`src/rtl/common_pkg.sv`:
```
// Shared definitions for the bus request path: data word width and queue state.
package common_pkg;

  localparam int unsigned DATA_WIDTH = 32;

  typedef enum logic {
    Idle = 1'b0,
    Busy = 1'b1
  } state_t;

endpackage

```
`src/rtl/bus_req_queue_if.sv`:
```
// Upstream write handshake and downstream head-word handshake of the request queue.
interface bus_req_queue_if
  import common_pkg::*;
#(
  parameter int unsigned WIDTH = DATA_WIDTH
);

  logic             in_valid;
  logic             in_ready;
  logic [WIDTH-1:0] in_data;
  logic             out_valid;
  logic             out_ready;
  logic [WIDTH-1:0] out_data;

  // queue side
  modport slave (
    input  in_valid, in_data, out_ready,
    output in_ready, out_valid, out_data
  );

  // producer / consumer side
  modport master (
    output in_valid, in_data, out_ready,
    input  in_ready, out_valid, out_data
  );

endinterface

```
`src/rtl/bus_req_fifo_mem.sv`:
```
// Queue storage: write port, wrapping pointers and a registered head word.
// The caller guarantees no push while full and no pop while empty.
module bus_req_fifo_mem
  import common_pkg::*;
#(
  parameter int unsigned WIDTH = DATA_WIDTH,
  parameter int unsigned DEPTH = 4
) (
  input  logic             clk,
  input  logic             rst,
  input  logic             i_flush,
  input  logic             i_push,
  input  logic             i_pop,
  input  logic [WIDTH-1:0] i_wdata,
  output logic [WIDTH-1:0] o_rdata
);

  localparam int unsigned PW = $clog2(DEPTH);

  logic [WIDTH-1:0] r_mem [DEPTH];
  logic [PW-1:0]    r_wr_ptr;
  logic [PW-1:0]    r_rd_ptr;
  logic [PW-1:0]    w_rd_ptr_nxt;
  logic [WIDTH-1:0] r_head;
  logic [WIDTH-1:0] w_head_nxt;

  assign w_rd_ptr_nxt = i_pop ? r_rd_ptr + PW'(1) : r_rd_ptr;
  assign o_rdata      = r_head;

  // Pointers wrap naturally because DEPTH is a power of two.
  always_ff @(posedge clk or posedge rst) begin
    if (rst) begin
      r_wr_ptr <= '0;
      r_rd_ptr <= '0;
    end else if (i_flush) begin
      r_wr_ptr <= '0;
      r_rd_ptr <= '0;
    end else begin
      if (i_push) r_wr_ptr <= r_wr_ptr + PW'(1);
      r_rd_ptr <= w_rd_ptr_nxt;
    end
  end

  // Storage write port; contents are intentionally not reset.
  always_ff @(posedge clk) begin
    if (i_push && !i_flush) r_mem[r_wr_ptr] <= i_wdata;
  end

  // Next head: the slot being written becomes the head only when nothing older remains.
  always_comb begin
    w_head_nxt = r_mem[w_rd_ptr_nxt];
    if (i_push && (r_wr_ptr == w_rd_ptr_nxt)) w_head_nxt = i_wdata;
  end

  // Registered head word, held while no push/pop changes it.
  always_ff @(posedge clk) begin
    if (!i_flush) r_head <= w_head_nxt;
  end

endmodule

```
`src/rtl/bus_req_queue.sv`:
```
// Bus request queue: handshake, occupancy and Idle/Busy FSM around bus_req_fifo_mem.
// Optional feature macro BUS_REQ_STATS_EN adds the saturating drop_cnt port.
module bus_req_queue
  import common_pkg::*;
#(
  parameter int unsigned WIDTH = DATA_WIDTH,
  parameter int unsigned DEPTH = 4
) (
  input  logic                   clk,
  input  logic                   rst,
  input  logic                   flush,
  bus_req_queue_if.slave         bus,
  output state_t                 state,
  output logic [$clog2(DEPTH):0] count
`ifdef BUS_REQ_STATS_EN
  ,
  output logic [15:0]            drop_cnt
`endif
);

  localparam int unsigned CW = $clog2(DEPTH) + 1;

  logic [CW-1:0] r_count;
  logic [CW-1:0] w_count_nxt;
  logic          r_in_ready;
  logic          r_out_valid;
  state_t        r_state;
  state_t        w_state_nxt;
  logic          w_push;
  logic          w_pop;

  assign w_push        = bus.in_valid && r_in_ready;
  assign w_pop         = r_out_valid && bus.out_ready;
  assign bus.in_ready  = r_in_ready;
  assign bus.out_valid = r_out_valid;
  assign count         = r_count;
  assign state         = r_state;

  // Next occupancy; flush wins over push and pop.
  always_comb begin
    w_count_nxt = r_count;
    if (flush)                w_count_nxt = '0;
    else if (w_push && !w_pop) w_count_nxt = r_count + CW'(1);
    else if (w_pop && !w_push) w_count_nxt = r_count - CW'(1);
  end

  // Occupancy plus registered full/empty handshake flags.
  always_ff @(posedge clk or posedge rst) begin
    if (rst) begin
      r_count     <= '0;
      r_in_ready  <= 1'b1;
      r_out_valid <= 1'b0;
    end else begin
      r_count     <= w_count_nxt;
      r_in_ready  <= (w_count_nxt != CW'(DEPTH));
      r_out_valid <= (w_count_nxt != CW'(0));
    end
  end

  // FSM state register.
  always_ff @(posedge clk or posedge rst) begin
    if (rst) r_state <= Idle;
    else     r_state <= w_state_nxt;
  end

  // FSM next state: Busy while any entry is held.
  always_comb begin
    w_state_nxt = r_state;
    case (r_state)
      Idle: if (!flush && w_push) w_state_nxt = Busy;
      Busy: begin
        if (flush)                                               w_state_nxt = Idle;
        else if ((r_count == CW'(1)) && w_pop && !w_push)        w_state_nxt = Idle;
      end
      default: w_state_nxt = Idle;
    endcase
  end

  bus_req_fifo_mem #(
    .WIDTH (WIDTH),
    .DEPTH (DEPTH)
  ) u_mem (
    .clk     (clk),
    .rst     (rst),
    .i_flush (flush),
    .i_push  (w_push),
    .i_pop   (w_pop),
    .i_wdata (bus.in_data),
    .o_rdata (bus.out_data)
  );

`ifdef BUS_REQ_STATS_EN
  logic [15:0] r_drop_cnt;

  assign drop_cnt = r_drop_cnt;

  // Refused-push counter; saturates and survives flush.
  always_ff @(posedge clk or posedge rst) begin
    if (rst)                                                     r_drop_cnt <= '0;
    else if (bus.in_valid && !r_in_ready && (r_drop_cnt != 16'hFFFF)) r_drop_cnt <= r_drop_cnt + 16'd1;
  end
`endif

endmodule

```
`src/flat_wrapper.sv`:
```
// flat-port wrapper written by rule: the top's interface ports become plain ports
module bus_req_queue_flat import common_pkg::*;
#(
  parameter int unsigned WIDTH = DATA_WIDTH,
  parameter int unsigned DEPTH = 4
)
  (clk, rst, flush, state, count, bus_in_valid, bus_in_data, bus_out_ready, bus_in_ready, bus_out_valid, bus_out_data);
  bus_req_queue_if #(.WIDTH(WIDTH)) bus_i ();
  input  logic clk;
  input  logic rst;
  input  logic flush;
  output state_t state;
  output logic [$clog2(DEPTH):0] count;
  input wire logic [$bits(bus_i.in_valid)-1:0] bus_in_valid;
  input wire logic [$bits(bus_i.in_data)-1:0] bus_in_data;
  input wire logic [$bits(bus_i.out_ready)-1:0] bus_out_ready;
  output wire logic [$bits(bus_i.in_ready)-1:0] bus_in_ready;
  output wire logic [$bits(bus_i.out_valid)-1:0] bus_out_valid;
  output wire logic [$bits(bus_i.out_data)-1:0] bus_out_data;
  assign bus_i.in_valid = bus_in_valid;
  assign bus_i.in_data = bus_in_data;
  assign bus_i.out_ready = bus_out_ready;
  assign bus_in_ready = bus_i.in_ready;
  assign bus_out_valid = bus_i.out_valid;
  assign bus_out_data = bus_i.out_data;
  bus_req_queue #(.WIDTH(WIDTH), .DEPTH(DEPTH)) u_core (.clk(clk), .rst(rst), .flush(flush), .bus(bus_i), .state(state), .count(count));
endmodule
```
`config.mk`:
```
export PLATFORM = sky130hd
export DESIGN_NAME = bus_req_queue_flat
export DESIGN_NICKNAME = d
export VERILOG_FILES = /design/src/rtl/common_pkg.sv /design/src/rtl/bus_req_queue_if.sv /design/src/rtl/bus_req_fifo_mem.sv /design/src/rtl/bus_req_queue.sv /design/src/flat_wrapper.sv
export SDC_FILE = /design/constraint.sdc
export NUM_CORES = 1
export LEC_CHECK = 0
export CORE_ASPECT_RATIO = 0.8
export CORE_MARGIN = 3
export CORE_UTILIZATION = 35
export DETAILED_ROUTE_END_ITERATION = 7
export PLACE_DENSITY = 0.55
export SKIP_LAST_GASP = 1
export SYNTH_ARGS = -nofsm -noshare
export SYNTH_HDL_FRONTEND = slang
export SYNTH_SLANG_ARGS = --single-unit
```
`constraint.sdc`:
```
create_clock -name clk -period 5.25 [get_ports clk]
set_input_delay 0.525 -clock clk [delete_from_list [all_inputs] [get_ports clk]]
set_output_delay 0.525 -clock clk [all_outputs]
set_load 0.03 [all_outputs]
```
Yosys cells after proc, flatten, opt, wreduce, memory -nomap -nowiden
Memory sizes are Yosys's and may differ from the RTL's. A register that Yosys moved wholly into a read port is not among the register bits.
Cells that the tools add are included.
Operators by class
  $add $sub $neg: 4
  reduce and logical (&&, ||, !) cells: 13
  equal/unequal tests: 2
  bitwise logic cells: 1
  muxes and demuxes: 12
Operator list (count)
  $mux 3: 3
  $mux 2: 4
  $logic_and 1x1->1: 7
  $add 2x1->2 const B: 2
  $logic_not 1->1: 4
  $mux 1: 4
  $add 3x1->3 const B: 1
  $eq 3x1->1 const B: 1
  $ne 3x3->1 const B: 1
  $reduce_bool 3->1: 1
  $sub 3x1->3 const B: 1
  $pmux 1 s2: 1
  $reduce_bool 2->1: 1
  $not 1->1: 1
Word-level totals
  memories: 1
  RAM bits: 128
  register bits after elaboration: 10
  output and inout port bits: 38
Memory list
  u_core.u_mem.r_mem: depth 4, width 32, read ports 1, clocked after memory_dff 1, write ports 1, RTL line bus_req_fifo_mem.sv:20  | logic [WIDTH-1:0] r_mem [DEPTH];

Logic depth before layout (Yosys ltp)
Gate-level depths: netlist (run 1).
  depth in word-level cells: 7
  depth in mapped cells: 7
  gate-level depth less buffers: 7

Hierarchy
A second synthesis (run 1) with hierarchy kept.
Unflattened totals
  cell total of the unflattened synthesis: 730
  area, all modules: 9596.7 µm²
By module, submodules not included
  bus_req_fifo_mem: cells each 688, instances 1, area each 9183.8 µm²
  bus_req_queue: cells each 42, instances 1, area each 412.9 µm²

Worst setup path before layout (run 1)
Ideal clock, no wire load.
  path kind: reg-to-reg
  from: register u_core.r_out_valid (netlist: u_core.bus.out_valid)
  to: register u_core.u_mem.r_head[0] (netlist: u_core.u_mem.o_rdata[0]) (read register of u_core.u_mem.r_mem), data pin
  required time: 4990 ps
  path slack: 2968 ps
  library setup time: 260 ps
  period minus slack after synthesis: 2282 ps
  arrival: 2022 ps
  cell stages (with the launch flop): 7
  path through: dfrtp_1 > and2_4 > buf_8 > xnor2_4 > buf_6 > mux4_2 > mux2_2
On the way
  word-level cells in the longest chain between the ends: 2
RTL lines
  start, declared: RTL line bus_req_queue.sv:26  | logic r_out_valid;
  start signal, assigned: RTL line bus_req_queue.sv:56  | r_out_valid <= (w_count_nxt != CW'(0));
  $logic_and 1x1->1: RTL line bus_req_queue.sv:33  | assign w_pop = r_out_valid && bus.out_ready;
  $mux 2: RTL line bus_req_fifo_mem.sv:27  | assign w_rd_ptr_nxt = i_pop ? r_rd_ptr + PW'(1) : r_rd_ptr;
  end, declared: RTL line bus_req_fifo_mem.sv:24  | logic [WIDTH-1:0] r_head;
Every way passes these cells.
A chain may end at the register's enable or synchronous reset.

Final worst setup path (run 1)
  from: input bus_out_ready
  to: register u_core.u_mem.r_head[28] (netlist: u_core.u_mem.o_rdata[28]) (read register of u_core.u_mem.r_mem), data pin
On the way
  word-level cells in the longest chain between the ends: 2
RTL lines
  start, declared: RTL line flat_wrapper.sv:16  | input wire logic [$bits(bus_i.out_ready)-1:0] bus_out_ready;
  $logic_and 1x1->1: RTL line bus_req_queue.sv:33
  $mux 2: RTL line bus_req_fifo_mem.sv:27
Every way passes these cells.

==> run_results.csv, run 1 <==
group,metric,value,unit
outcome,status,"finished, final reports clean",
global_routing,track_usage,0.127,
synthesis,netlist_instances,309,
synthesis,synth_area_per_cell,21.5,µm²
global_routing,antenna_found_initial,1,
worst_setup_path,crit_arrival,3.18,ns
cts,cts-root-buf,"clkbuf_16",
cts,hold_buffers,0,
final_layout,fin_cells,661,
final_layout,drive_above_1_share,0.256,
timing,hold_violations,0,
timing,rsz0062_at_grt,"false",
worst_setup_path,critPathKind,"primary input to flip-flop",
worst_setup_path,worstPathRequired,5.43,ns
worst_setup_path,crit_fanout,17,
power_and_ir_drop,powerDensity,427,nW/µm²
cts,cts.sinks,170,
timing,setup_viol,0,
floorplanning,die_w,160,µm
route,top_layer,"met4",
route,wl_met2,5630,µm
final_layout,nFillCells,1583,
floorplanning,initial_core_util,0.362,
synthesis,synth_edf_count,160,
placement,portBuffers,74,
synthesis,async_reset_ff_frac,0.0588,
worst_setup_path,worstSetupEndpointType,"flip-flop",
synthesis,syn_nets,353,
timing,setup_tns,0,ns
route,wl_met3,675,µm
route,wl_met1,5770,µm
cts,h-tree-depth,4,
timing,slew_violations,0,
timing,fin_hold_ws,0.384,ns
timing,fin_worst_skew,0.0142,ns
placement,dp_hpwl,7140,µm
power_and_ir_drop,ir_drop,0.000217,V
hold_path,min_path_type,"primary input to async pin",
global_routing,grt_max_degree,33,
synthesis,yosys.area.top_type,"edfxtp_1",
power_and_ir_drop,p_leak,2.74,nW
route,drt-initial-drc-count,151,
floorplanning,die_h,129,µm
route,drt-wirelength-per-cell,18.5,µm
worst_setup_path,worst_setup_path_start_kind,"primary input",
timing,worstMarginPinSlew,1.05,ns
cts,clk_pin_slew,0.06,ns
placement,numPlacedInstances,628,
route,antenna_left,0,
placement,place_congestion,0.700,
synthesis,synthFlopType,"edfxtp_1",
timing,fin_crit,3.01,ns
timing,max_clock_freq,0.333,GHz
synthesis,yosysTopAreaCellShare,0.722,
global_routing,grt-ovfl-total,0,
worst_setup_path,r2r_cells,5,
floorplanning,dieArea,20700,µm²
global_routing,grt_pass1_vias,3384,
run,max-cap-violations,0,
floorplanning,core_area,18400,µm²
cts,cts_buffer_depth,2,
timing,fin_crit_sh,0.572,
synthesis,synthTopCellsByArea,"edfxtp_1 (72%), mux4_2 (9.8%), mux2_2 (5.4%)",
synthesis,synth.distinct_cells,31,
cts,cts-resized-gates,0,
timing,slew_headroom,0.302,
synthesis,ys_warn_count,0,
synthesis,ys_ff_latch,170,
cts,cts_tree,"yes",
floorplanning,ioPinCount,75,
floorplanning,core.rowCount,44,
route,dr.pass1.iters,4,
route,routed-via-count,3117,
route,viasPerCell,4.72,
cts,cts_buffers,17,
route,wirelength,12200,µm
global_routing,grt_pass1_wl,19500,µm
final_layout,final_nets,438,
synthesis,syn-cell-area,6650,µm²
cts,postCtsSetupBuffers,0,
final_layout,syn_to_final_growth,24.3,%
cts,clock_latency,0.42,ns
route,route.detailed.drc,0,
synthesis,seq_area_frac_synth,0.760,
-- flip-flops by register name (all words and copies together), names as in the netlist --
name,flops
u_core.count,3
u_core.state,1
u_core.u_mem.r_mem,128
u_core.bus.out_valid,1
u_core.bus.in_ready,1
u_core.u_mem.r_wr_ptr,2
u_core.u_mem.o_rdata,32
u_core.u_mem.r_rd_ptr,2
-- cell usage in the layout, fill, tap and decap left out, types with 2 or more instances in the layout --
cell type	Yosys	layout
edfxtp_1	160	160
clkdlybuf4s50_1	0	74
mux2_2	32	32
mux4_2	29	29
clkbuf_16	0	17
nand2_1	12	12
dfrtp_1	9	9
nor2_1	7	7
ha_1	7	7
clkinvlp_4	0	6
inv_1	6	5
nand3_1	4	4
a21oi_1	4	4
and2_2	0	4
nor3_1	3	3
o21ai_0	3	3
mux4_1	3	3
bufinv_16	0	3
buf_4	3	3
clkinv_1	0	2
xor2_1	3	2
xnor2_1	2	2
clkinv_2	0	2
clkinv_4	0	2
-- worst max-delay path, stage by stage --
cell             delay (ns)
clkdlybuf4s50_1        0.45
and2_4                 0.20
xnor2_4                0.65
buf_4                  0.47
mux4_1                 0.60
mux2_2                 0.27
-- cells by family after synthesis --
| family | after synthesis | synth area share |
|---|---|---|
| AO/OA/AOI/OAI | 11 | 0.0105 |
| multiplexers | 65 | 0.166 |
| XOR/XNOR | 6 | 0.0107 |
| adder cells (fa/ha/maj) | 7 | 0.0132 |
| flip-flops | 170 | 0.760 |
| AND/OR/NAND/NOR | 33 | 0.0229 |
| buffers and inverters | 17 | 0.0169 |
-- cell type report --
| type | count | area [µm²] | share of cell area |
|---|---|---|---|
| sequential | 170 | 5060 | 0.611 |
| multi-input combinational | 122 | 1510 | 0.182 |
| timing repair buffer | 77 | 763 | 0.0923 |
| clock buffer | 17 | 425 | 0.0514 |
| tap | 253 | 317 | 0.0383 |
| clock inverter | 15 | 175 | 0.0212 |
| inverter | 6 | 22.5 | 0.00272 |
| antenna | 1 | 2.50 | 0.000303 |
-- synthesized netlist by cell type (2+ instances only) --
cell and n:
a21oi_1 4, and2_1 4, buf_2 3, buf_4 3
buf_6 3, dfrtp_1 9, edfxtp_1 160, ha_1 7
inv_1 6, mux2_2 32, mux4_1 3, mux4_2 29
nand2_1 12, nand3_1 4, nor2_1 7, nor3_1 3
o21ai_0 3, xnor2_1 2, xor2_1 3
-- metrics by stage --
step	utilization	cell area [µm²]	power, W	setup slack, ns
2_1_floorplan	-	6650	0.00211	2.97
6_report	0.450	8270	0.00353	2.24
3_5_place_dp	0.417	7670	0.00232	1.69
5_1_grt	0.450	8270	0.00368	1.97
4_1_cts	0.450	8270	0.00358	2.14
3_3_place_gp	0.417	7670	0.00231	1.71
-- worst paths after layout --
check,to,slack [ns],from
setup reg to reg,u_core.u_mem.o_rdata[28],2.36,u_core.bus.out_valid
min in group clk,u_core.u_mem.r_wr_ptr[1],0.53,u_core.bus.in_ready
hold / removal,u_core.state,0.38,rst
hold reg to reg,u_core.u_mem.r_wr_ptr[1],0.53,u_core.bus.in_ready
max in group asynchronous,u_core.bus.in_ready,4.54,rst
setup / recovery,u_core.u_mem.o_rdata[28],2.24,bus_out_ready
-- where the power goes --
part	internal [W]	switching, W	total [W]
Clock	0.000746	0.000507	0.00125
Sequential	0.00160	0.0000395	0.00164
Combinational	0.000317	0.000321	0.000638
-- layer usage --
metal / up-vias / GRT usage
met5: - / 0
met4: 0 / 0.0480
met3: 16 / 0.0374
met2: 87 / 0.194
met1: 1594 / 0.173
li1: 1420 / -
Note: power is estimated with default switching activity, not from simulation.
==> inputs of run 2 (changes only) <==
==> constraint.sdc (replaced) <==
create_clock -name clk -period 3 [get_ports clk]
set_input_delay 0.3 -clock clk [delete_from_list [all_inputs] [get_ports clk]]
set_output_delay 0.3 -clock clk [all_outputs]
set_load 0.03 [all_outputs]
==> run_results.csv, run 2 (synthesized netlist as in run 1, its figures left out) <==
group,metric,value,unit
worst_setup_path,timing.rr.end,"u_core.u_mem.o_rdata[2]",
worst_setup_path,worst_setup_path_start_kind,"flip-flop",
timing,slew_violations,0,
cts,cts-resized-gates,0,
final_layout,regMostFlops,"u_core.u_mem.r_mem",
final_layout,final_common_cell,"edfxtp_1",
run,max-cap-violations,0,
timing,slew_headroom,0.522,
route,drt-initial-drc-count,251,
final_layout,syn_to_final_growth,27.9,%
cts,cts-root-buf,"clkbuf_16",
floorplanning,die_h,129,µm
timing,fin_hold_ws,0.157,ns
cts,cts_tree,"yes",
cts,h-tree-depth,4,
outcome,status,"finished, final reports clean",
route,route.detailed.drc,0,
final_layout,largest_reg_flops,128,
worst_setup_path,crit_fanout,11,
hold_path,min_path_type,"primary input to async pin",
cts,cts_buffers,17,
power_and_ir_drop,p_leak,2.88,nW
worst_setup_path,cpLargestDelayFamily,"multiplexers",
cts,postCtsSetupBuffers,0,
floorplanning,core.rowCount,44,
placement,numPlacedInstances,640,
worst_setup_path,r2r_cells,5,
placement,dp_hpwl,7790,µm
worst_setup_path,worstPathRequired,3.17,ns
worst_setup_path,cpPeakStageDelay,0.58,ns
final_layout,nFillCells,1569,
worst_setup_path,crit_arrival,2.70,ns
cts,cts_buffer_depth,2,
route,drt-wirelength-per-cell,18.9,µm
route,antenna_left,0,
placement,portBuffers,74,
global_routing,antenna_found_initial,0,
global_routing,grt_pass1_wl,20000,µm
timing,worstMarginPinSlew,0.717,ns
floorplanning,initial_core_util,0.362,
timing,max_clock_freq,0.395,GHz
worst_setup_path,worstSetupEndpointType,"flip-flop",
cts,hold_buffers,0,
worst_setup_path,crit_buf_inv,1,
route,routed-via-count,3181,
global_routing,grt_max_degree,26,
worst_setup_path,r2r_slack,0.47,ns
global_routing,grt-ovfl-total,0,
final_layout,drive_above_1_share,0.274,
worst_setup_path,slowest_stage,"xnor2_4",
floorplanning,dieArea,20700,µm²
floorplanning,ioPinCount,75,
power_and_ir_drop,powerDensity,769,nW/µm²
timing,setup_tns,0,ns
timing,rsz0062_at_grt,"false",
timing,hold_violations,0,
final_layout,final_cell_mix,"edfxtp_1 (160), clkdlybuf4s50_1 (74), mux2_2 (32)",
route,dr.pass1.iters,4,
final_layout,n_antenna_cell,0,
final_layout,final_core_util,0.463,
timing,fin_crit_sh,0.844,
worst_setup_path,worstPathCellList,"and2_4, xnor2_4, buf_12, mux4_2, mux2_2",
route,viasPerCell,4.73,
floorplanning,die_w,160,µm
placement,place_congestion,0.693,
cts,clk_pin_slew,0.06,ns
cts,clock_latency,0.42,ns
final_layout,fin_cells,672,
route,wirelength,12700,µm
cts,cts.sinks,170,
worst_setup_path,critPathKind,"flip-flop to flip-flop",
floorplanning,core_area,18400,µm²
power_and_ir_drop,ir_drop,0.000367,V
timing,setup_viol,0,
timing,fin_worst_skew,0.00888,ns
timing,fin_crit,2.53,ns
global_routing,grt_pass1_vias,3415,
global_routing,track_usage,0.131,
worst_setup_path,r2r_start,"u_core.bus.out_valid",
final_layout,final_nets,450,
==> run 2: cell count changes in the layout (fill, tap and decap cells not counted), sizes merged <==
cell,previous run,this run
clkinvlp,6,1
buf,3,15
clkbuf,17,18
diode,1,0
bufinv,3,6
inv,6,7
==> run 2: layer usage <==
metal / vias to the layer above / wire [µm] / GRT usage
met2: 81 / 6060 / 0.198
li1: 1445 / - / -
met5: - / 0 / 0
met4: 0 / 73 / 0.0337
met1: 1648 / 6010 / 0.184
met3: 7 / 590 / 0.0444
==> run 2: layout make-up <==
class                   count  area (µm²)  area share
multi-input cells         122        1510       0.177
well taps                 253         317      0.0372
repair buffers             89         928       0.109
flip-flops and latches    170        5060       0.594
clock buffers              18         429      0.0505
inverters                   6        22.5     0.00265
clock inverters            14         244      0.0287
==> run 2: how the worst max path moves through the flow <==
stage	to	slack, ns	from	depth (start not counted)
after CTS	u_core.u_mem.o_rdata[2]	0.42	u_core.bus.out_valid	5
after global routing	u_core.u_mem.o_rdata[1]	0.33	u_core.bus.out_valid	5
after global placement	u_core.u_mem.o_rdata[2]	0.14	bus_out_ready	6
final	u_core.u_mem.o_rdata[2]	0.47	u_core.bus.out_valid	5
after detailed placement	u_core.u_mem.o_rdata[31]	0.1	bus_out_ready	6
after floorplan	u_core.u_mem.o_rdata[0]	0.72	u_core.bus.out_valid	6
==> run 2: where the power goes <==
part           leakage, nW  total (W)  internal, W  switching (W)
clock network        0.323    0.00247      0.00157       0.000901
registers             1.60    0.00287      0.00280      0.0000708
logic                0.949    0.00120     0.000615       0.000585
==> run 2: through the flow <==
step,area [µm²],setup slack (ns),power [W]
floorplan,6650,0.718,0.00370
global placement,7830,0.142,0.00413
detailed placement,7830,0.0993,0.00414
CTS,8510,0.424,0.00663
global route,8510,0.330,0.00682
finish,8510,0.469,0.00654
